==> config.mk <==
export PLATFORM = sky130hd
export DESIGN_NAME = hazard_scoreboard
export DESIGN_NICKNAME = d
export VERILOG_FILES = /design/src/rtl/hazard_scoreboard.sv
export SDC_FILE = /design/constraint.sdc
export NUM_CORES = 1
export LEC_CHECK = 0
export ABC_CLOCK_PERIOD_IN_PS = 2450
export CORE_MARGIN = 2
export CORE_UTILIZATION = 40
export CTS_CLUSTER_SIZE = 16
export DETAILED_ROUTE_END_ITERATION = 7
export PLACE_DENSITY = 0.63
export SLEW_MARGIN = 40
export SYNTH_ARGS = -nofsm -noshare
export SYNTH_HDL_FRONTEND = slang
export SYNTH_SLANG_ARGS = --single-unit
export TNS_END_PERCENT = 1
==> constraint.sdc <==
create_clock -name clk -period 2.45 [get_ports clk]
set_input_delay 0.49 -clock clk [delete_from_list [all_inputs] [get_ports clk]]
set_output_delay 0.49 -clock clk [all_outputs]
set_load 0.03 [all_outputs]
==> src/rtl/hazard_scoreboard.sv <==
// ID-stage hazard unit: per-register countdown scoreboard for long-latency
// writebacks (loads, MUL/DIV) and an MDU occupancy counter. Stalls ID on
// RAW/WAW against pending results and on MDU structural conflicts.
module hazard_scoreboard #(
    parameter int NUM_REGS = 32,
    parameter int REG_AW   = 5,
    parameter int LOAD_LAT = 1,
    parameter int MDU_LAT  = 4,
    parameter int STALL_CW = 16
) (
    input  logic                clk,
    input  logic                arst_n,
    input  logic                id_valid,
    input  logic [REG_AW-1:0]   rs1_id,
    input  logic [REG_AW-1:0]   rs2_id,
    input  logic                rs1_used_id,
    input  logic                rs2_used_id,
    input  logic [REG_AW-1:0]   rd_id,
    input  logic                reg_write_id,
    input  logic                mdu_id,
    input  logic                ex_valid,
    input  logic [REG_AW-1:0]   rd_ex,
    input  logic                reg_write_ex,
    input  logic                mem_read_ex,
    input  logic                mdu_ex,
    input  logic                flush,
    output logic                pc_w,
    output logic                pipeline_id_en,
    output logic                hazard_mux_sel,
    output logic                mdu_busy,
    output logic [STALL_CW-1:0] stall_count
);

    localparam int MAX_LAT = (LOAD_LAT > MDU_LAT) ? LOAD_LAT : MDU_LAT;
    localparam int CNT_W   = $clog2(MAX_LAT + 1);
    localparam int MCNT_W  = $clog2(MDU_LAT + 1);

    localparam logic [CNT_W-1:0]  LOAD_INIT = CNT_W'(LOAD_LAT - 1);
    localparam logic [CNT_W-1:0]  MDU_INIT  = CNT_W'(MDU_LAT - 1);
    localparam logic [MCNT_W-1:0] MBUSY_INIT = MCNT_W'(MDU_LAT - 1);

    logic [CNT_W-1:0]    cnt_q [NUM_REGS];
    logic [CNT_W-1:0]    cnt_d [NUM_REGS];
    logic [MCNT_W-1:0]   mdu_cnt_q, mdu_cnt_d;
    logic [STALL_CW-1:0] stall_count_q, stall_count_d;

    logic [NUM_REGS-1:0] cnt_nz;
    logic                ex_long;
    logic                rs1_pend, rs2_pend, rd_pend;
    logic                raw, waw, strc, stall;

    // Long-latency producer currently in EX, and which registers are still counting.
    always_comb begin
        ex_long = ex_valid & reg_write_ex & (rd_ex != '0) & (mem_read_ex | mdu_ex);
        cnt_nz  = '0;
        for (int r = 1; r < NUM_REGS; r++) begin
            cnt_nz[r] = (cnt_q[r] != '0);
        end
    end

    // Hazard detection; outputs held in no-stall form while reset is asserted.
    always_comb begin
        rs1_pend = (rs1_id != '0) & (cnt_nz[rs1_id] | (ex_long & (rd_ex == rs1_id)));
        rs2_pend = (rs2_id != '0) & (cnt_nz[rs2_id] | (ex_long & (rd_ex == rs2_id)));
        rd_pend  = (rd_id  != '0) & (cnt_nz[rd_id]  | (ex_long & (rd_ex == rd_id)));
        raw      = (rs1_used_id & rs1_pend) | (rs2_used_id & rs2_pend);
        waw      = reg_write_id & rd_pend;
        strc     = mdu_id & (mdu_busy | (ex_valid & mdu_ex));
        stall    = arst_n & id_valid & ~flush & (raw | waw | strc);

        pc_w           = ~stall;
        pipeline_id_en = ~stall;
        hazard_mux_sel = stall;
        mdu_busy       = arst_n & (mdu_cnt_q != '0);
        stall_count    = stall_count_q;
    end

    // Next-state for scoreboard counters, MDU occupancy and stall counter.
    // A set from EX takes priority over the decrement of the same register;
    // when a load is also flagged as MDU the MDU latency is used.
    always_comb begin
        for (int r = 0; r < NUM_REGS; r++) begin
            cnt_d[r] = '0;
            if (r != 0) begin
                if (ex_long && (rd_ex == REG_AW'(r))) begin
                    cnt_d[r] = mdu_ex ? MDU_INIT : LOAD_INIT;
                end else if (cnt_q[r] != '0) begin
                    cnt_d[r] = cnt_q[r] - 1'b1;
                end else begin
                    cnt_d[r] = '0;
                end
            end
        end

        mdu_cnt_d = mdu_cnt_q;
        if (ex_valid && mdu_ex) begin
            mdu_cnt_d = MBUSY_INIT;
        end else if (mdu_cnt_q != '0) begin
            mdu_cnt_d = mdu_cnt_q - 1'b1;
        end

        stall_count_d = stall_count_q;
        if (stall && (stall_count_q != '1)) begin
            stall_count_d = stall_count_q + 1'b1;
        end
    end

    // State registers; reset discards all pending writebacks.
    always_ff @(posedge clk or negedge arst_n) begin
        if (!arst_n) begin
            for (int r = 0; r < NUM_REGS; r++) begin
                cnt_q[r] <= '0;
            end
            mdu_cnt_q     <= '0;
            stall_count_q <= '0;
        end else begin
            for (int r = 0; r < NUM_REGS; r++) begin
                cnt_q[r] <= cnt_d[r];
            end
            mdu_cnt_q     <= mdu_cnt_d;
            stall_count_q <= stall_count_d;
        end
    end

endmodule
==> flow_summary.json, run 1 <==
{
  "status": "finished with violations",
  "violations": "setup timing",
  "fp.dieArea_sq_mm": 0.0164,
  "cp_common_cell": "buf_6",
  "antenna_cells": 0,
  "path_cells": "dlygate4sd2_1 -> buf_6 -> or3_4 -> o31ai_4 -> or2_4 -> a21oi_2 -> o32ai_2 -> o211ai_2 -> nand2_4 -> inv_2 -> buf_6",
  "cts_tree": "built",
  "netlist_instances": 665,
  "worst_pin_slew_ns": 0.669,
  "ant_nets": 0,
  "setup_viol": 19,
  "track_usage_pct": 24.8,
  "die_w_microns": 128,
  "synth_edf_count": 0,
  "clk_latency_ns": 0.37,
  "arrival_ns": 2.58,
  "grt_overflow": 0,
  "path_clk_slew_ns": 0.07,
  "startpoint_type": "primary input",
  "netlist_area_sq_mm": 0.00617,
  "startpoint": "rs1_id[1]",
  "async_reset_ff_share_pct": 100,
  "core_sq_mm": 0.0151,
  "grt_pass1_vias": 6248,
  "vdd_ir_drop_max_mv": 0.354,
  "dr.first_iter.drc_count": 367,
  "cts_hold_buf": 0,
  "syn-num-nets": 700,
  "seq_area_frac_synth_pct": 45.4,
  "fp-row-count": 45,
  "area_delta_synth_final_pct": 45.0,
  "period_minus_slack_ns": 3.07,
  "fmax_mhz": 325,
  "synthTopCellsByArea": "dfrtp_1 45%, nor2_1 4.6%, o21ai_0 4.5%, nand2_1 3.8%, nor3_1 3.7%",
  "initial_core_util_pct": 40.7,
  "synth_top_area_share_pct": 45.4,
  "reg2reg_from": "cnt_q[15]",
  "clock_sinks": 112,
  "crit_slowest_cell": "or3_4",
  "ys_warn_count": 0,
  "r2r_cells": 10,
  "place_area_sq_mm": 0.00834,
  "yosysUniqueCellTypes": 60,
  "max_stage_delay_ns": 0.40,
  "die_h_microns": 128,
  "powerDensity_mw_per_mm2": 677,
  "cp_data_required_time_ns": 1.96,
  "synth_top_area_cell": "dfrtp_1",
  "slew_headroom_pct": 55.4,
  "place.gp.congestion": 0.964,
  "cp_max_fo": 6,
  "antenna_found_initial": 0,
  "r2r-end": "stall_count[12]",
  "grt_start_max_net_pins": 74,
  "fin_area_sq_mm": 0.00894,
  "htreeDepth": 3,
  "clock_skew_ns": 0.00966,
  "grt_pass1_wl_mm": 31.5,
  "io_pins": 52,
  "cp-end-kind": "output pin",
  "nets": 946,
  "worstSetupEndpoint": "hazard_mux_sel",
  "synth.avg_cell_area_sq_um": 9.28,
  "synth-main-ff-cell": "dfrtp_1",
  "final_common_cell": "buf_4",
  "final_cell_mix": "196 x buf_4, 112 x dfrtp_1, 75 x nor2_1",
  "critPathKind": "primary input to output pin",
  "post-dp-hpwl_mm": 14.6,
  "synth_seq_cells": 112,
  "fin_ws_ns": -0.623,
  "hold_class": "primary input to asynchronous set/reset pin",
  "firstDrtPassIters": 5,
  "rsz0062_at_grt": "yes",
  "root_buffer": "clkbuf_16",
  "cts_buffers": 9,
  "num_vias": 6188,
  "fin_util_pct": 59.1,
  "hold_viol": 0,
  "routed_wl_mm": 19.3,
  "fin_crit_sh_pct": 125,
  "cts_buffer_depth": 2,
  "via_per_inst": 5.61,
  "port_buffers": 51,
  "drcViolationCount": 0,
  "final_layout_size_suffix_gt1_share_pct": 30.3,
  "wl_per_cell_microns": 17.4,
  "maxCapViolCount": 0,
  "power_leakage_uw": 0.00407,
  "report.final.slew_viol_count": 0,
  "r2r_slack_ns": -0.30
}
-- worst max-delay path: cells and delay by family --
family | cells | cell delay (ns)
and+or+nand+nor | 3 | 0.69
buffers and inverters | 4 | 0.55
AOI/OAI and AO/OA | 4 | 0.85
-- flip-flops by register name (all words and copies together) (netlist names) --
| name | cells |
|---|---|
| cnt_q | 93 |
| stall_count | 16 |
| mdu_cnt_q | 3 |
-- Yosys cell counts, types with 8 or more instances --
cell	n
dfrtp_1	112
nor2_1	75
nand2_1	63
o21ai_0	55
nor3_1	46
a21oi_1	39
nor3b_1	29
o31ai_1	26
nor4_1	19
xnor2_1	15
inv_1	12
nand3_1	11
clkbuf_1	10
mux4_2	10
nand4_1	10
xor2_1	10
nand2b_1	9
a211oi_1	8
a31oi_1	8
mux2i_1	8
-- worst min path at each step --
stage	slack, ns	end	from
6_report	0.1	cnt_q[86]	arst_n
5_1_grt	0.11	cnt_q[86]	arst_n
4_1_cts	0.1	cnt_q[86]	arst_n
3_5_place_dp	0.49	cnt_q[86]	arst_n
3_3_place_gp	0.48	mdu_cnt_q[1]	mdu_cnt_q[1]
2_1_floorplan	0.19	cnt_q[0]	arst_n
-- per-layer routing --
metal / global-route usage, % / vias up / wire length (microns)
met1: 31.2 / 3042 / 8360
met2: 43.2 / 156 / 9630
li1: - / 2966 / -
met3: 4.13 / 24 / 937
met4: 8.34 / 0 / 333
met5: 0 / - / 0
-- where the power goes --
part	internal [uW]	switching (uW)
sequential	2080	174
combinational	1250	1130
clock	701	712
-- through the flow --
step / cells / setup slack (ns) / setup TNS, ns / total power, uW / hold slack [ns]
global placement: 1072 / -0.919 / -15.17 / 4460 / 0.478
floorplan: 665 / -0.190 / -0.400 / 3250 / 0.194
global route: 1104 / -0.707 / -5.89 / 6360 / 0.109
detailed placement: 1072 / -0.996 / -16.23 / 4540 / 0.486
CTS: 1104 / -0.598 / -3.48 / 6050 / 0.0967
finish: 1104 / -0.623 / -3.88 / 6050 / 0.0961
-- cells by family (layout without fill, tap and decap cells) --
family                     count (synthesis)  in the layout  share of synthesized area, %
muxes                                     21             21                          5.80
adders and majority gates                  3              3                         0.609
AOI/OAI and AO/OA                        171            171                          17.4
xor gates and xnor gates                  25             25                          3.55
and+or+nand+nor                          296            296                          24.5
DFF                                      112            112                          45.4
buffers and inverters                     37            288                          2.70
-- what timing repair did --
| item | CTS | global route |
|---|---|---|
| hold endpoints to repair | 0 | 0 |
| cloned | 1 | 0 |
| buffers inserted | 20 | 0 |
| setup endpoints to repair | 19 | 19 |
| pin swaps | 18 | 12 |
| resized for setup | 44 | 10 |
-- final cells by class --
cell class | instances | area (sq um)
clock buffer | 9 | 225
fill | 1293 | 6200
tap | 188 | 235
clock inverter | 7 | 53.8
multi-input combinational | 516 | 3400
inverter | 14 | 71.3
timing repair buffer | 258 | 2160
sequential | 112 | 2800
(Power assumes the default switching activity.)
==> inputs of run 2 (changes only) <==
--- a/config.mk
+++ b/config.mk
@@ -5,12 +5,12 @@
 export SDC_FILE = /design/constraint.sdc
 export NUM_CORES = 1
 export LEC_CHECK = 0
-export ABC_CLOCK_PERIOD_IN_PS = 2450
+export ABC_CLOCK_PERIOD_IN_PS = 3700
 export CORE_MARGIN = 2
 export CORE_UTILIZATION = 40
 export CTS_CLUSTER_SIZE = 16
 export DETAILED_ROUTE_END_ITERATION = 7
-export PLACE_DENSITY = 0.63
+export PLACE_DENSITY = 0.61
 export SLEW_MARGIN = 40
 export SYNTH_ARGS = -nofsm -noshare
 export SYNTH_HDL_FRONTEND = slang
==> constraint.sdc (replaced) <==
create_clock -name clk -period 3.7 [get_ports clk]
set_input_delay 0.74 -clock clk [delete_from_list [all_inputs] [get_ports clk]]
set_output_delay 0.74 -clock clk [all_outputs]
set_load 0.03 [all_outputs]
==> run 2 against run 1 <==
The run now ends clean. Hold slack improved by 0.40 ns. Worst setup slack better by 0.75 ns. Combinational power down 53%. Register-to-register slack better by 1.2 ns. Clock skew decreased by 0.0011 ns. Utilization down 7.4 points. Sequential power fell by 31%. Design area shrank 13%. First-iteration DRC count up 20%. Largest power group is now registers.
==> flow_summary.json, run 2 (synthesis gave the netlist of run 1 again) <==
{
  "status": "finished, final reports clean",
  "cp_data_required_time_ns": 2.96,
  "max_stage_delay_ns": 0.44,
  "clock_sinks": 112,
  "vdd_ir_drop_max_mv": 0.290,
  "combPwrFrac_pct": 30.3,
  "fmax_mhz": 280,
  "ant_nets": 0,
  "r2r_cells": 9,
  "cp_top_family": "buffers and inverters",
  "grt_pass1_wl_mm": 28.9,
  "place_area_sq_mm": 0.00735,
  "r2r_slack_ns": 0.87,
  "final_cell_mix": "112 x dfrtp_1, 75 x nor2_1, 72 x buf_4",
  "report.final.slew_viol_count": 0,
  "seqPwrFrac_pct": 43.0,
  "path_cells": "clkdlybuf4s50_1 -> buf_4 -> buf_4 -> xor2_1 -> nor4_2 -> nand2_1 -> a21oi_1 -> o32ai_2 -> o211ai_2 -> nand2_2 -> inv_1 -> buf_4",
  "io_pins": 52,
  "dr.first_iter.drc_count": 439,
  "powerDensity_mw_per_mm2": 467,
  "power_leakage_uw": 0.00335,
  "cp-end-kind": "output pin",
  "final_common_cell": "dfrtp_1",
  "antenna_cells": 0,
  "r2r-end": "stall_count[12]",
  "htreeDepth": 3,
  "grt_start_max_net_pins": 64,
  "hold_class": "primary input to asynchronous set/reset pin",
  "intPower_uw": 2420,
  "fin_area_sq_mm": 0.00782,
  "root_buffer": "clkbuf_16",
  "arrival_ns": 2.83,
  "setup_tns_ns": 0,
  "cts_hold_buf": 0,
  "die_h_microns": 128,
  "die_w_microns": 128,
  "cts_tree": "built",
  "setup_viol": 0,
  "grt_pass1_vias": 5700,
  "grt.busiest_layer": "met2",
  "hold_viol": 0,
  "fp-row-count": 45,
  "core_sq_mm": 0.0151,
  "antenna_found_initial": 0,
  "final_layout_size_suffix_gt1_share_pct": 17.2,
  "startpoint_type": "primary input",
  "grt_overflow": 0,
  "cp_common_cell": "buf_4",
  "crit_cells": 12,
  "wl_per_cell_microns": 18.5,
  "critPathKind": "primary input to output pin",
  "initial_core_util_pct": 40.7,
  "switching_share_pct": 33.8,
  "fp.dieArea_sq_mm": 0.0164,
  "rsz0062_at_grt": "no",
  "port_buffers": 51,
  "p_switching_uw": 1230,
  "routed_wl_mm": 18.0,
  "firstDrtPassIters": 5,
  "post-dp-hpwl_mm": 13.6,
  "worstSetupEndpoint": "hazard_mux_sel",
  "fin_crit_sh_pct": 96.5,
  "use_met2_pct": 37.0,
  "clk_latency_ns": 0.35,
  "cts_buffers": 9,
  "area_delta_synth_final_pct": 26.8,
  "slew_headroom_pct": 47.5,
  "drcViolationCount": 0,
  "reg2reg_from": "cnt_q[7]",
  "clkPwrFrac_pct": 26.8,
  "clock_skew_ns": 0.00860,
  "worst_pin_slew_ns": 0.780,
  "num_vias": 5695,
  "track_usage_pct": 22.7,
  "period_minus_slack_ns": 3.57,
  "use_met3_pct": 3.26,
  "use_met1_pct": 29.8,
  "largest_reg_flops": 93,
  "crit_slowest_cell": "clkdlybuf4s50_1",
  "timing.critical_path.buf_inv": 5,
  "path_clk_slew_ns": 0.08,
  "regMostFlops": "cnt_q",
  "cp_max_fo": 4,
  "place.gp.congestion": 0.921,
  "startpoint": "rd_ex[3]",
  "maxCapViolCount": 0,
  "via_per_inst": 5.86,
  "cts_buffer_depth": 2,
  "nets": 814
}
## run 2: changes by cell type in the layout (fill, tap and decap cells not counted), sizes merged
cell           before  now
buf               211   79
dlymetal6s2s        0    3
clkdlybuf4s15       2    0
clkinv              4    2
clkinvlp            0    2
dlygate4sd2         6    8
inv                17   15
bufbuf              1    0
bufinv              0    1
clkdlybuf4s50      37   36
## run 2: metrics by stage
step | worst slack, ns | utilization (%) | hold WS, ns | power, uW | instances
final | 0.130 | 51.6 | 0.494 | 3650 | 972
after global routing | 0.00107 | 51.6 | 0.533 | 3840 | 972
after CTS | 0.0314 | 51.0 | 0.510 | 3670 | 969
after detailed placement | -0.272 | 48.5 | 0.494 | 2660 | 950
after global placement | -0.316 | 48.5 | 0.481 | 2610 | 950
after floorplan | 0.280 | - | 0.444 | 2140 | 665
## run 2: worst min-delay path by stage
| stage | startpoint | cells after the start | slack [ns] | endpoint |
|---|---|---|---|---|
| 6_report | arst_n | 2 | 0.49 | stall_count[13] |
| 5_1_grt | stall_count[10] | 1 | 0.53 | stall_count[10] |
| 4_1_cts | arst_n | 2 | 0.51 | stall_count[13] |
| 3_5_place_dp | mdu_cnt_q[1] | 2 | 0.49 | mdu_cnt_q[1] |
| 3_3_place_gp | mdu_cnt_q[1] | 2 | 0.48 | mdu_cnt_q[1] |
| 2_1_floorplan | arst_n | 0 | 0.44 | cnt_q[0] |
## run 2: worst register-to-register path, delay by kind of cell (launching register included)
family	cells	cell delay [ns]
compound gates	2	0.47
buf+inv	1	0.24
flops	1	0.41
mux	3	0.76
simple gates	3	0.85
## run 2: layout make-up
| class | count | area [sq um] |
|---|---|---|
| inverter | 14 | 55.1 |
| fill | 1414 | 7320 |
| tap | 188 | 235 |
| sequential | 112 | 2800 |
| clock buffer | 10 | 229 |
| clock inverter | 6 | 67.6 |
| timing repair buffer | 126 | 1110 |
| multi-input combinational | 516 | 3320 |
## run 2: layer usage
metal,part of all wire (%),vias up
met5,0,-
met4,3.4,0
met3,5.0,39
met2,47,173
met1,44,2782
li1,-,2701
## run 2: what timing repair did
| action | in CTS | in global routing |
|---|---|---|
| setup buffers | 3 | 3 |
| pin swaps | 2 | 5 |
| gates resized for setup | 24 | 14 |
| endpoints found under the setup margin | 3 | 3 |
## run 2: power by group through the flow
stage / Sequential (uW) / Combinational [uW] / Clock (uW)
after floorplan: 1580 / 553 / 0
after global placement: 1560 / 1050 / 0
after detailed placement: 1580 / 1070 / 0
after CTS: 1560 / 1090 / 1010
after global routing: 1600 / 1200 / 1040
final: 1570 / 1110 / 978
==> inputs of run 3 (changes only) <==
--- a/config.mk
+++ b/config.mk
@@ -11,7 +11,7 @@
 export CTS_CLUSTER_SIZE = 16
 export DETAILED_ROUTE_END_ITERATION = 7
 export PLACE_DENSITY = 0.61
-export SLEW_MARGIN = 40
+export SLEW_MARGIN = 25
 export SYNTH_ARGS = -nofsm -noshare
 export SYNTH_HDL_FRONTEND = slang
 export SYNTH_SLANG_ARGS = --single-unit
==> run 3 against run 2 <==
Via count hardly changed. Worst setup slack worse by 0.0019 ns. First-iteration DRC count unchanged. Clock skew is essentially flat. Die area unchanged. Utilization about the same. Sequential power barely moved. Global-route usage did not move. Non-clock buffer count did not move. Flip-flop and latch count stayed put. Critical endpoint unchanged. Critical path type unchanged. Combinational power is essentially flat.
==> flow_summary.json, run 3 (synthesis gave the netlist of run 1 again) <==
{
  "status": "finished, final reports clean",
  "reg2reg_from": "cnt_q[7]",
  "grt_overflow": 0,
  "seqPwrFrac_pct": 42.9,
  "post-dp-hpwl_mm": 13.6,
  "root_buffer": "clkbuf_16",
  "place.gp.congestion": 0.921,
  "arrival_ns": 2.83,
  "intPower_uw": 2420,
  "antenna_found_initial": 0,
  "cts_buffer_depth": 2,
  "io_pins": 52,
  "rsz0062_at_grt": "no",
  "drcViolationCount": 0,
  "num_vias": 5700,
  "final_cell_mix": "112 x dfrtp_1, 75 x nor2_1, 73 x buf_4",
  "clkPwrFrac_pct": 26.8,
  "clock_skew_ns": 0.00860,
  "fp-row-count": 45,
  "path_clk_slew_ns": 0.08,
  "startpoint_type": "primary input",
  "combPwrFrac_pct": 30.3,
  "cts_buffers": 9,
  "nets": 814,
  "largest_reg_flops": 93,
  "track_usage_pct": 22.7,
  "powerDensity_mw_per_mm2": 467,
  "area_delta_synth_final_pct": 26.7,
  "place_inst": 950,
  "fmax_mhz": 280,
  "cp_common_cell": "buf_4",
  "fp.dieArea_sq_mm": 0.0164,
  "report.final.slew_viol_count": 0,
  "grt_pass1_vias": 5700,
  "hold_class": "primary input to asynchronous set/reset pin",
  "cp_max_fo": 4,
  "routed_wl_mm": 18.0,
  "max_stage_delay_ns": 0.44,
  "final_common_cell": "dfrtp_1",
  "cp-end-kind": "output pin",
  "crit_slowest_cell": "clkdlybuf4s50_1",
  "timing.critical_path.buf_inv": 5,
  "clock_sinks": 112,
  "vdd_ir_drop_max_mv": 0.290,
  "antenna_cells": 0,
  "clk_latency_ns": 0.35,
  "grt_start_max_net_pins": 64,
  "power_leakage_uw": 0.00335,
  "worst_pin_slew_ns": 0.827,
  "hold_viol": 0,
  "r2r_cells": 9,
  "cp_top_family": "buffers and inverters",
  "setup_tns_ns": 0,
  "final_layout_size_suffix_gt1_share_pct": 17.2,
  "dr.first_iter.drc_count": 439,
  "die_h_microns": 128,
  "firstDrtPassIters": 5,
  "fin_ws_ns": 0.128,
  "p_switching_uw": 1230,
  "port_buffers": 51,
  "path_cells": "clkdlybuf4s50_1 -> buf_4 -> buf_4 -> xor2_1 -> nor4_2 -> nand2_1 -> a21oi_1 -> o32ai_2 -> o211ai_2 -> nand2_2 -> inv_1 -> buf_4",
  "cts_tree": "built",
  "die_w_microns": 128,
  "final_cell_count_no_fill": 972,
  "critPathKind": "primary input to output pin",
  "grt_pass1_wl_mm": 28.9,
  "period_minus_slack_ns": 3.57,
  "fin_crit_sh_pct": 96.5,
  "pre_cts_ws_ns": -0.272,
  "core_sq_mm": 0.0151,
  "maxCapViolCount": 0,
  "switching_share_pct": 33.8,
  "setup_viol": 0,
  "cp_data_required_time_ns": 2.96,
  "wl_per_cell_microns": 18.5,
  "p_total_uw": 3650,
  "initial_core_util_pct": 40.7,
  "regMostFlops": "cnt_q",
  "slew_headroom_pct": 44.9,
  "ant_nets": 0,
  "via_per_inst": 5.86,
  "r2r_slack_ns": 0.87,
  "r2r-end": "stall_count[12]",
  "htreeDepth": 3
}
run 3: cell counts in the layout (fill, tap and decap cells not counted):
No cell type changed its count.
run 3: worst register-to-register path: stages, from the launching register on:
cell,delay (ns)
dfrtp_1,0.41
nor3_1,0.39
mux4_1,0.33
mux2i_2,0.09
o2111a_1,0.25
nor4_2,0.34
o211ai_2,0.22
buf_4,0.24
nand4_1,0.12
mux2_1,0.34
run 3: what timing repair did:
action                                  CTS  global route
gates cloned                              0             0
resized for setup                        24            14
endpoints found under the setup margin    3             3
hold buffers                              0             0
buffers inserted                          3             3
pin swaps                                 2             5
run 3: per-stage QoR:
step	area, sq um	utilization [%]	hold WS (ns)
detailed placement	7350	48.5	0.494
CTS	7730	51.0	0.510
global route	7820	51.6	0.533
global placement	7350	48.5	0.481
finish	7820	51.6	0.491
floorplan	6170	-	0.444
run 3: layout make-up:
cell class                      instances  area (sq um)
Clock buffer                           10           229
Clock inverter                          6          67.6
Fill cell                            1414          7330
Inverter                               14          55.1
Multi-Input combinational cell        516          3320
Sequential cell                       112          2800
Tap cell                              188           235
Timing Repair Buffer                  126          1110
run 3: worst max path at each step:
stage / startpoint / endpoint / slack [ns] / cells past startpoint
floorplan: rs2_id[0] / hazard_mux_sel / 0.28 / 8
global placement: rs1_id[0] / hazard_mux_sel / -0.32 / 10
detailed placement: rs1_id[0] / hazard_mux_sel / -0.27 / 10
CTS: rd_ex[0] / hazard_mux_sel / 0.03 / 11
global route: rd_ex[3] / hazard_mux_sel / 0.001 / 11
finish: rd_ex[3] / hazard_mux_sel / 0.13 / 12
run 3: metal layers:
layer	part of all wire (%)	GRT usage, %	up-vias	routed length (microns)
met5	0	0	-	0
met4	3.5	10.7	0	638
met3	4.7	3.26	49	845
met2	47	37.0	175	8450
met1	45	29.8	2776	8040
li1	-	-	2700	-
run 3: power groups by stage:
| stage | Sequential (uW) | Clock (uW) | Combinational [uW] |
|---|---|---|---|
| 6_report | 1570 | 978 | 1110 |
| 3_5_place_dp | 1580 | 0 | 1070 |
| 3_3_place_gp | 1560 | 0 | 1050 |
| 2_1_floorplan | 1580 | 0 | 553 |
| 5_1_grt | 1600 | 1040 | 1200 |
| 4_1_cts | 1560 | 1010 | 1090 |
